===== src/rtl/bcd_seg_scan.sv =====
// bcd_seg_scan
//   Multiplexed 3-digit 7-segment display driver fed by a binary-to-BCD
//   converter. Digits are captured on a load strobe into a shadow set and
//   applied to the display set only at frame boundaries, so one frame never
//   mixes old and new digits. Each digit slot starts with a short all-dark
//   interval (anti-ghosting). Leading zeros are suppressed.
//
// Ports
//   clk          in   1  system clock, rising edge
//   rst          in   1  asynchronous reset, active-high
//   load         in   1  capture bcd_* this cycle
//   bcd_unit     in   4  units digit
//   bcd_ten      in   4  tens digit
//   bcd_hundred  in   4  hundreds digit
//   seg          out  7  segments {g,f,e,d,c,b,a}, inverted when SEG_ACTIVE_LOW=1
//   an           out  3  one-hot active-high digit enable: [0]=unit [1]=ten [2]=hundred
//   frame_done   out  1  1-cycle pulse after each frame boundary
//   bad_digit    out  1  last loaded set contained a digit > 9
module bcd_seg_scan #(
    parameter int DIV_COUNT      = 50000,
    parameter int DIV_WIDTH      = 16,
    parameter int BLANK_CYCLES   = 2,
    parameter int SEG_ACTIVE_LOW = 0
) (
    input  logic       clk,
    input  logic       rst,
    input  logic       load,
    input  logic [3:0] bcd_unit,
    input  logic [3:0] bcd_ten,
    input  logic [3:0] bcd_hundred,
    output logic [6:0] seg,
    output logic [2:0] an,
    output logic       frame_done,
    output logic       bad_digit
);

    typedef enum logic [1:0] {
        S_UNIT = 2'd0,
        S_TEN  = 2'd1,
        S_HUND = 2'd2
    } state_t;

    localparam logic [DIV_WIDTH-1:0] CNT_LAST   = DIV_WIDTH'(DIV_COUNT - 1);
    localparam logic [DIV_WIDTH-1:0] BLANK_INIT = DIV_WIDTH'(BLANK_CYCLES);
    localparam logic [6:0]           SEG_OFF    = (SEG_ACTIVE_LOW != 0) ? 7'h7F : 7'h00;

    // Active-high gfedcba pattern; anything above 9 shows a dash.
    function automatic logic [6:0] decode(input logic [3:0] d);
        case (d)
            4'd0:    decode = 7'h3F;
            4'd1:    decode = 7'h06;
            4'd2:    decode = 7'h5B;
            4'd3:    decode = 7'h4F;
            4'd4:    decode = 7'h66;
            4'd5:    decode = 7'h6D;
            4'd6:    decode = 7'h7D;
            4'd7:    decode = 7'h07;
            4'd8:    decode = 7'h7F;
            4'd9:    decode = 7'h6F;
            default: decode = 7'h40;
        endcase
    endfunction

    logic [DIV_WIDTH-1:0] cnt_q, cnt_d;
    logic [DIV_WIDTH-1:0] blank_q, blank_d;
    state_t               state_q, state_d;
    logic [3:0]           shd_u_q, shd_t_q, shd_h_q;
    logic [3:0]           shd_u_d, shd_t_d, shd_h_d;
    logic [3:0]           disp_u_q, disp_t_q, disp_h_q;
    logic [3:0]           disp_u_d, disp_t_d, disp_h_d;
    logic                 pend_q, pend_d;
    logic [2:0]           an_q, an_d;
    logic [6:0]           seg_q, seg_d;
    logic                 frame_done_q, frame_done_d;
    logic                 bad_digit_q, bad_digit_d;

    logic       tick;
    logic       boundary;
    logic [3:0] cur_digit;
    logic [2:0] cur_an;
    logic       dark;
    logic [6:0] seg_hi;

    always_comb begin
        // NOTE: every signal gets a default before any branch so no latch is inferred.
        cnt_d        = cnt_q + 1'b1;
        blank_d      = blank_q;
        state_d      = state_q;
        shd_u_d      = shd_u_q;
        shd_t_d      = shd_t_q;
        shd_h_d      = shd_h_q;
        disp_u_d     = disp_u_q;
        disp_t_d     = disp_t_q;
        disp_h_d     = disp_h_q;
        pend_d       = pend_q;
        bad_digit_d  = bad_digit_q;
        cur_digit    = disp_u_q;
        cur_an       = 3'b001;
        dark         = 1'b0;
        seg_hi       = 7'h00;
        an_d         = 3'b000;

        tick     = (cnt_q == CNT_LAST);
        boundary = tick && (state_q == S_HUND);

        // Prescaler and scan sequencing.
        if (tick) begin
            cnt_d = '0;
            case (state_q)
                S_UNIT:  state_d = S_TEN;
                S_TEN:   state_d = S_HUND;
                default: state_d = S_UNIT;
            endcase
        end

        // Each new slot opens with a dark interval.
        if (tick) begin
            blank_d = BLANK_INIT;
        end else if (blank_q != '0) begin
            blank_d = blank_q - 1'b1;
        end

        // Load capture; a load landing on the boundary bypasses the shadow so
        // it shows in the very next frame.
        if (load) begin
            shd_u_d     = bcd_unit;
            shd_t_d     = bcd_ten;
            shd_h_d     = bcd_hundred;
            bad_digit_d = (bcd_unit > 4'd9) || (bcd_ten > 4'd9) || (bcd_hundred > 4'd9);
        end
        if (boundary && load) begin
            disp_u_d = bcd_unit;
            disp_t_d = bcd_ten;
            disp_h_d = bcd_hundred;
            pend_d   = 1'b0;
        end else if (boundary && pend_q) begin
            disp_u_d = shd_u_q;
            disp_t_d = shd_t_q;
            disp_h_d = shd_h_q;
            pend_d   = 1'b0;
        end else if (load) begin
            pend_d   = 1'b1;
        end

        // Leading-zero suppression: only a true 0 is suppressed, never a dash.
        case (state_q)
            S_TEN: begin
                cur_digit = disp_t_q;
                cur_an    = 3'b010;
                dark      = (disp_h_q == 4'd0) && (disp_t_q == 4'd0);
            end
            S_HUND: begin
                cur_digit = disp_h_q;
                cur_an    = 3'b100;
                dark      = (disp_h_q == 4'd0);
            end
            default: begin
                cur_digit = disp_u_q;
                cur_an    = 3'b001;
                dark      = 1'b0;
            end
        endcase

        if (!dark && (blank_q == '0)) begin
            an_d   = cur_an;
            seg_hi = decode(cur_digit);
        end
        seg_d = (SEG_ACTIVE_LOW != 0) ? ~seg_hi : seg_hi;

        frame_done_d = boundary;
    end

    // NOTE: state registers use non-blocking assignments so every flop samples
    // pre-edge values regardless of statement order.
    always_ff @(posedge clk or posedge rst) begin
        if (rst) begin
            cnt_q        <= '0;
            blank_q      <= '0;
            state_q      <= S_UNIT;
            shd_u_q      <= '0;
            shd_t_q      <= '0;
            shd_h_q      <= '0;
            disp_u_q     <= '0;
            disp_t_q     <= '0;
            disp_h_q     <= '0;
            pend_q       <= 1'b0;
            an_q         <= 3'b000;
            seg_q        <= SEG_OFF;
            frame_done_q <= 1'b0;
            bad_digit_q  <= 1'b0;
        end else begin
            cnt_q        <= cnt_d;
            blank_q      <= blank_d;
            state_q      <= state_d;
            shd_u_q      <= shd_u_d;
            shd_t_q      <= shd_t_d;
            shd_h_q      <= shd_h_d;
            disp_u_q     <= disp_u_d;
            disp_t_q     <= disp_t_d;
            disp_h_q     <= disp_h_d;
            pend_q       <= pend_d;
            an_q         <= an_d;
            seg_q        <= seg_d;
            frame_done_q <= frame_done_d;
            bad_digit_q  <= bad_digit_d;
        end
    end

    assign seg        = seg_q;
    assign an         = an_q;
    assign frame_done = frame_done_q;
    assign bad_digit  = bad_digit_q;

endmodule


===== config.mk =====
export PLATFORM = sky130hd
export DESIGN_NAME = bcd_seg_scan
export DESIGN_NICKNAME = d
export VERILOG_FILES = /design/src/rtl/bcd_seg_scan.sv
export SDC_FILE = /design/constraint.sdc
export NUM_CORES = 1
export LEC_CHECK = 0
export ABC_AREA = 1
export CAP_MARGIN = 10
export CORE_AREA = 2 2 88 90
export DETAILED_ROUTE_END_ITERATION = 12
export DIE_AREA = 0 0 90 92
export PLACE_DENSITY = 0.72
export SLEW_MARGIN = 20
export SYNTH_ARGS = -nofsm -noshare
export SYNTH_HDL_FRONTEND = slang
export SYNTH_SLANG_ARGS = --single-unit

===== constraint.sdc =====
create_clock -name clk -period 2.3 [get_ports clk]
set_clock_uncertainty 0.2 [all_clocks]
set_input_delay 0.46 -clock clk [delete_from_list [all_inputs] [get_ports clk]]
set_output_delay 0.46 -clock clk [all_outputs]
set_load 0.05 [all_outputs]

==> results.py, run 1 <==
metrics = {
    "run_status": {
        "status": "finished, final reports clean",
    },
    "clocking": {
        "clock_path_buffers": 2,
        "ctsResizeCount": 0,
        "clk_pin_slew_ns": 0.08,
        "htree_levels": 3,
        "cts_sinks": 71,
        "clk_latency_ns": 0.35,
        "post_cts_buffers": 0,
        "cts_tree": "yes",
        "hold_buffers": 0,
        "cts_root_buf": "clkbuf_8",
        "cts_made_buffers": 9,
    },
    "floorplanning": {
        "rows": 32,
        "die_y_um": 92,
        "fp.coreArea_um2": 7450,
        "dieArea_um2": 8280,
        "initial_core_util_pct": 51.2,
        "die_x_um": 90,
        "ios": 27,
    },
    "layout": {
        "final_cell_count_no_fill": 644,
        "multi_input_area_um2": 1680,
        "regArea_um2": 1780,
        "layout-drive-gt1-share_pct": 7.93,
        "final_cell_mix": "nand2_1, nor2_1, dfrtp_1",
        "post-route-util_pct": 58.9,
        "antenna_cells": 0,
        "syn_to_final_growth_pct": 14.9,
        "finalNetCount": 563,
        "fillers": 690,
        "final_common_cell": "nand2_1",
    },
    "logic_synthesis": {
        "postSynth.asyncResetShare_pct": 100,
        "synth.avg_cell_area_um2": 7.57,
        "synthAdderAreaFrac_pct": 3.61,
        "synthDistinctLibCells": 31,
        "synth_flop_cell": "dfrtp_1",
        "ys_seq_area_share_pct": 46.6,
        "synth_xor_area_share_pct": 2.30,
        "synth_cells": 504,
        "synthesis.nets": 530,
        "netlist_area_um2": 3810,
        "synth_edf_count": 0,
        "yosys.area_share.simple_pct": 31.2,
        "synth_seq_cells": 71,
        "synth_compound_area_share_pct": 6.99,
        "synth_top_family_by_area": "simple AND/OR/NAND/NOR gates",
        "synth-warning-count": 0,
        "yosys-mux-area-fraction_pct": 0,
    },
    "detailed_routing": {
        "drt_iter0_drc": 223,
        "route.vias.total": 3284,
        "wl_per_cell_um": 12.2,
        "firstDrtPassIters": 5,
        "drc": 0,
        "wl_um": 7830,
        "antenna_left": 0,
        "vias_per_cell": 5.10,
    },
    "timing": {
        "tightest_slew_ns": 0.494,
        "slew_headroom_pct": 66.9,
        "maxSlewViolCount": 0,
        "min_period_ns": 2.15,
        "fin_setup_tns_ns": 0,
        "fmax_ghz": 0.466,
        "period_share_pct": 93.3,
        "rsz0062_at_grt": "false",
        "hold_violations": 0,
        "setup_viol_count_final": 0,
    },
    "place": {
        "placed_cells": 628,
        "dp_hpwl_um": 5590,
        "io_buffer_count": 26,
        "gp_congestion": 0.908,
    },
    "worst_setup_path": {
        "crit_fanout": 2,
        "path_cells": "clkdlybuf4s50_1",
        "worstSetupPathType": "register to output pin",
        "critPathLaunchType": "register",
        "cp_slowest_stage_delay_ns": 0.80,
        "arrival_ns": 1.49,
        "endpoint_kind": "output pin",
        "cp_num_buf_inv": 1,
        "critPathSlowestCell": "clkdlybuf4s50_1",
        "path_delay_family": "buffers and inverters",
        "required_ns": 1.64,
    },
    "power": {
        "clkPwrFrac_pct": 36.7,
        "pwr-share-comb_pct": 9.2,
        "totalPowerFinal_uw": 2410,
        "p_sw_share_pct": 25.7,
        "p_leak_uw": 0.00231,
        "p_int_uw": 1790,
        "vdd_drop_max_mv": 0.334,
        "p_per_area_nw_per_um2": 550,
        "p_switching_uw": 621,
        "pwr-share-seq_pct": 54.1,
    },
    "grt": {
        "grt_max_degree": 72,
        "grt_pass1_wl_um": 14200,
        "grt_pass1_vias": 3153,
        "grt-ovfl-total": 0,
        "grt_util_all_layers_pct": 21.3,
        "antenna_found_initial": 0,
    },
    "min_path": {
        "min_path_type": "register to register",
    },
    "run": {
        "maxCapViolCount": 0,
    },
}
cells in the mapped netlist (3+ instances only):
library cell	instances	share of area [%]
xor2_1	8	1.8
buf_2	4	0.52
nor2_1	76	7.5
inv_1	67	6.6
clkbuf_1	5	0.49
nor3_1	13	1.7
o21ai_0	26	3.4
nor2_2	3	0.49
nand2_1	115	11
dfrtp_1	71	47
inv_2	11	1.1
nand4_1	18	3.0
a21oi_1	11	1.4
ha_1	11	3.6
nand3b_1	3	0.59
nand3_1	40	5.2
registers in the layout, indices dropped and copies added, names as in the netlist:
| name | flops |
|---|---|
| blank_q | 16 |
| cnt_q | 16 |
| seg | 7 |
| disp_h_q | 4 |
| disp_t_q | 4 |
| disp_u_q | 4 |
| shd_h_q | 4 |
| shd_t_q | 4 |
| shd_u_q | 4 |
| an | 3 |
| state_q | 2 |
| bad_digit | 1 |
| frame_done | 1 |
| pend_q | 1 |
power by group through the flow:
stage                     combinational, uW  clock [uW]  sequential (uW)
after CTS                               225         909             1300
final                                   222         885             1310
after detailed placement                224           0             1330
after global placement                  219           0             1330
after global routing                    249         962             1310
after floorplan                        95.1           0             1370
logic make-up after synthesis:
kind of cell,after synthesis
simple gates,274
fa+ha+maj,11
xor+xnor,10
flops,71
compound gates,48
buf+inv,90
cell type report:
cell class / instances / area share, %
Tap cell: 102 / 2.91
Inverter: 78 / 6.77
Multi-Input combinational cell: 343 / 38.4
Sequential cell: 71 / 40.5
Clock inverter: 3 / 0.428
Clock buffer: 13 / 3.40
Timing Repair Buffer: 34 / 7.59
path summary, 6_finish.rpt:
path | start | end | slack [ns] | cells past startpoint
max reg2reg | state_q[1]$_DFFE_PP0N_ | seg[6]$_DFF_PP0_ | 0.18 | 9
min reg2reg | cnt_q[0]$_DFF_PP0_ | cnt_q[0]$_DFF_PP0_ | 0.26 | 1
min | cnt_q[0]$_DFF_PP0_ | cnt_q[0]$_DFF_PP0_ | 0.26 | 1
min in group asynchronous | rst | shd_h_q[2]$_DFFE_PP0P_ | 0.35 | 3
max | bad_digit$_DFFE_PP0P_ | bad_digit | 0.15 | 1
max in group asynchronous | rst | state_q[0]$_DFFE_PP0N_ | 1.24 | 3
stage by stage:
step                hold slack (ns)  setup WS, ns  area (um2)
detailed placement            0.255         0.126        4210
global route                  0.297        0.0307        4380
global placement              0.251         0.247        4210
finish                        0.261         0.153        4380
floorplan                     0.233         0.141        3820
CTS                           0.265         0.120        4380
per-layer routing:
| layer | global-route usage [%] | wire (um) |
|---|---|---|
| met2 | 35.2 | 3790 |
| met1 | 27.5 | 3640 |
| met4 | 9.62 | 141 |
| met3 | 3.70 | 262 |
| met5 | 0 | 0 |
No activity file was read; power rests on OpenSTA's default activity.
==> inputs of run 2 (changes only) <==
--- a/config.mk
+++ b/config.mk
@@ -6,11 +6,13 @@
 export NUM_CORES = 1
 export LEC_CHECK = 0
 export ABC_AREA = 1
+export ABC_CLOCK_PERIOD_IN_PS = 2500
 export CAP_MARGIN = 10
-export CORE_AREA = 2 2 88 90
+export CORE_AREA = 2 2 83 85
 export DETAILED_ROUTE_END_ITERATION = 12
-export DIE_AREA = 0 0 90 92
-export PLACE_DENSITY = 0.72
+export DIE_AREA = 0 0 85 87
+export PLACE_DENSITY = 0.77
+export SKIP_CTS_REPAIR_TIMING = 1
 export SLEW_MARGIN = 20
 export SYNTH_ARGS = -nofsm -noshare
 export SYNTH_HDL_FRONTEND = slang
==> constraint.sdc (replaced) <==
create_clock -name clk -period 2.5 [get_ports clk]
set_clock_uncertainty 0.2 [all_clocks]
set_input_delay 0.5 -clock clk [delete_from_list [all_inputs] [get_ports clk]]
set_output_delay 0.5 -clock clk [all_outputs]
set_load 0.05 [all_outputs]
==> results.py, run 2 (same netlist as run 1, synthesis figures left out) <==
metrics = {
    "timing": {
        "rsz0062_at_grt": "false",
        "maxSlewViolCount": 0,
        "holdWs_ns": 0.276,
        "fmax_ghz": 0.452,
        "min_period_ns": 2.21,
        "setup_viol_count_final": 0,
        "fin_setup_tns_ns": 0,
        "slew_headroom_pct": 63.8,
        "hold_violations": 0,
        "tightest_slew_ns": 0.541,
        "period_share_pct": 88.5,
    },
    "worst_setup_path": {
        "cp_slowest_stage_delay_ns": 0.41,
        "critPathSlowestCell": "ha_1",
        "reg2regPathDepth": 9,
        "path_delay_family": "adder cells",
        "arrival_ns": 2.28,
        "path_cells": "inv_1 > ha_1 > nand2_1 > o21a_1 > inv_1 > ha_1 > o21ai_0 > a21oi_1 > nor2_1",
        "critPathLaunchType": "register",
        "endpoint_kind": "register",
        "rr_startpoint": "state_q[0]$_DFFE_PP0N_",
        "cp_num_buf_inv": 2,
        "ff2ff_setup_slack_ns": 0.29,
        "reg2reg_to": "seg[6]$_DFF_PP0_",
        "required_ns": 2.57,
        "worstSetupPathType": "register to register",
        "crit_fanout": 9,
    },
    "clocking": {
        "cts_made_buffers": 9,
        "clk_latency_ns": 0.34,
        "cts_sinks": 71,
        "cts_tree": "yes",
        "cts_root_buf": "clkbuf_8",
        "clk_pin_slew_ns": 0.07,
        "clock_path_buffers": 2,
        "htree_levels": 3,
    },
    "power": {
        "p_leak_uw": 0.00231,
        "vdd_drop_max_mv": 0.306,
        "p_per_area_nw_per_um2": 509,
    },
    "grt": {
        "grt_pass1_wl_um": 14200,
        "grt-ovfl-total": 0,
        "grt_max_degree": 38,
        "antenna_found_initial": 0,
        "grt_util_all_layers_pct": 24.0,
        "grt_pass1_vias": 3233,
    },
    "layout": {
        "finalNetCount": 561,
        "final_common_cell": "nand2_1",
        "final_cell_mix": "nand2_1, nor2_1, dfrtp_1",
        "layout-drive-gt1-share_pct": 7.25,
        "final_cell_count_no_fill": 618,
        "antenna_cells": 0,
        "fillers": 550,
        "syn_to_final_growth_pct": 13.9,
    },
    "floorplanning": {
        "die_y_um": 87,
        "ios": 27,
        "initial_core_util_pct": 58.1,
        "die_x_um": 85,
        "dieArea_um2": 7400,
        "fp.coreArea_um2": 6570,
        "rows": 30,
    },
    "place": {
        "gp_congestion": 0.911,
        "dp_hpwl_um": 5880,
        "placed_cells": 604,
        "io_buffer_count": 26,
    },
    "min_path": {
        "min_to": "cnt_q[0]$_DFF_PP0_",
        "hp-start": "cnt_q[0]$_DFF_PP0_",
        "whs_path_depth": 1,
        "min_path_type": "register to register",
    },
    "detailed_routing": {
        "firstDrtPassIters": 4,
        "vias_per_cell": 5.28,
        "drc": 0,
        "antenna_left": 0,
        "drt_iter0_drc": 165,
        "route.vias.total": 3266,
        "wl_um": 7940,
        "wl_per_cell_um": 12.8,
    },
    "run": {
        "maxCapViolCount": 0,
    },
    "run_status": {
        "status": "finished, final reports clean",
    },
}
[run 2: layout make-up]
| type | instances | area (um2) | area share, % |
|---|---|---|---|
| Clock buffer | 13 | 159 | 3.66 |
| Inverter | 78 | 293 | 6.74 |
| Sequential cell | 71 | 1780 | 40.9 |
| Timing Repair Buffer | 32 | 330 | 7.60 |
| Tap cell | 80 | 100 | 2.30 |
| Multi-Input combinational cell | 343 | 1680 | 38.7 |
| Clock inverter | 1 | 5.00 | 0.115 |
[run 2: how the worst max path moves through the flow]
stage                                    to  cells past startpoint  slack [ns]              startpoint
finish                     seg[6]$_DFF_PP0_                      9        0.29  state_q[0]$_DFFE_PP0N_
floorplan                   an[0]$_DFF_PP0_                      1       0.003                     rst
detailed placement  disp_t_q[3]$_DFFE_PP0N_                      5        0.31                    load
CTS                        seg[5]$_DFF_PP0_                      9        0.29  state_q[0]$_DFFE_PP0N_
global route               seg[5]$_DFF_PP0_                      9        0.13  state_q[0]$_DFFE_PP0N_
global placement           seg[5]$_DFF_PP0_                      9        0.38  state_q[0]$_DFFE_PP0N_
[run 2: power by group]
group          internal, uW  switching (uW)  total, uW
sequential             1190            15.9       1200
clock                   403             396        799
combinational          75.4             133        208
[run 2: metal layers]
metal  track usage [%]  vias up  share of wire [%]
met5                 0        -                  0
met3              5.02       11                3.3
met1              29.6     1554                 46
met4              10.1        0                2.0
met2              41.0       60                 49
li1                  -     1641                  -
[run 2: stage by stage]
step	setup WS, ns	total power, uW	utilization [%]	instance area, um2
after floorplan	0.00343	1350	-	3810
after global placement	0.377	1430	63.6	4180
after detailed placement	0.307	1430	63.6	4180
after CTS	0.286	2230	66.1	4340
after global routing	0.130	2310	66.1	4340
final	0.288	2210	66.1	4340
[run 2: worst reg2reg max path: cells and delay by family (launching register included)]
family	cells	cell delay, ns
adder cells (fa/ha/maj)	2	0.60
AO/OA/AOI/OAI	3	0.56
flip-flops	1	0.38
AND/OR/NAND/NOR	2	0.22
buffers and inverters	2	0.17
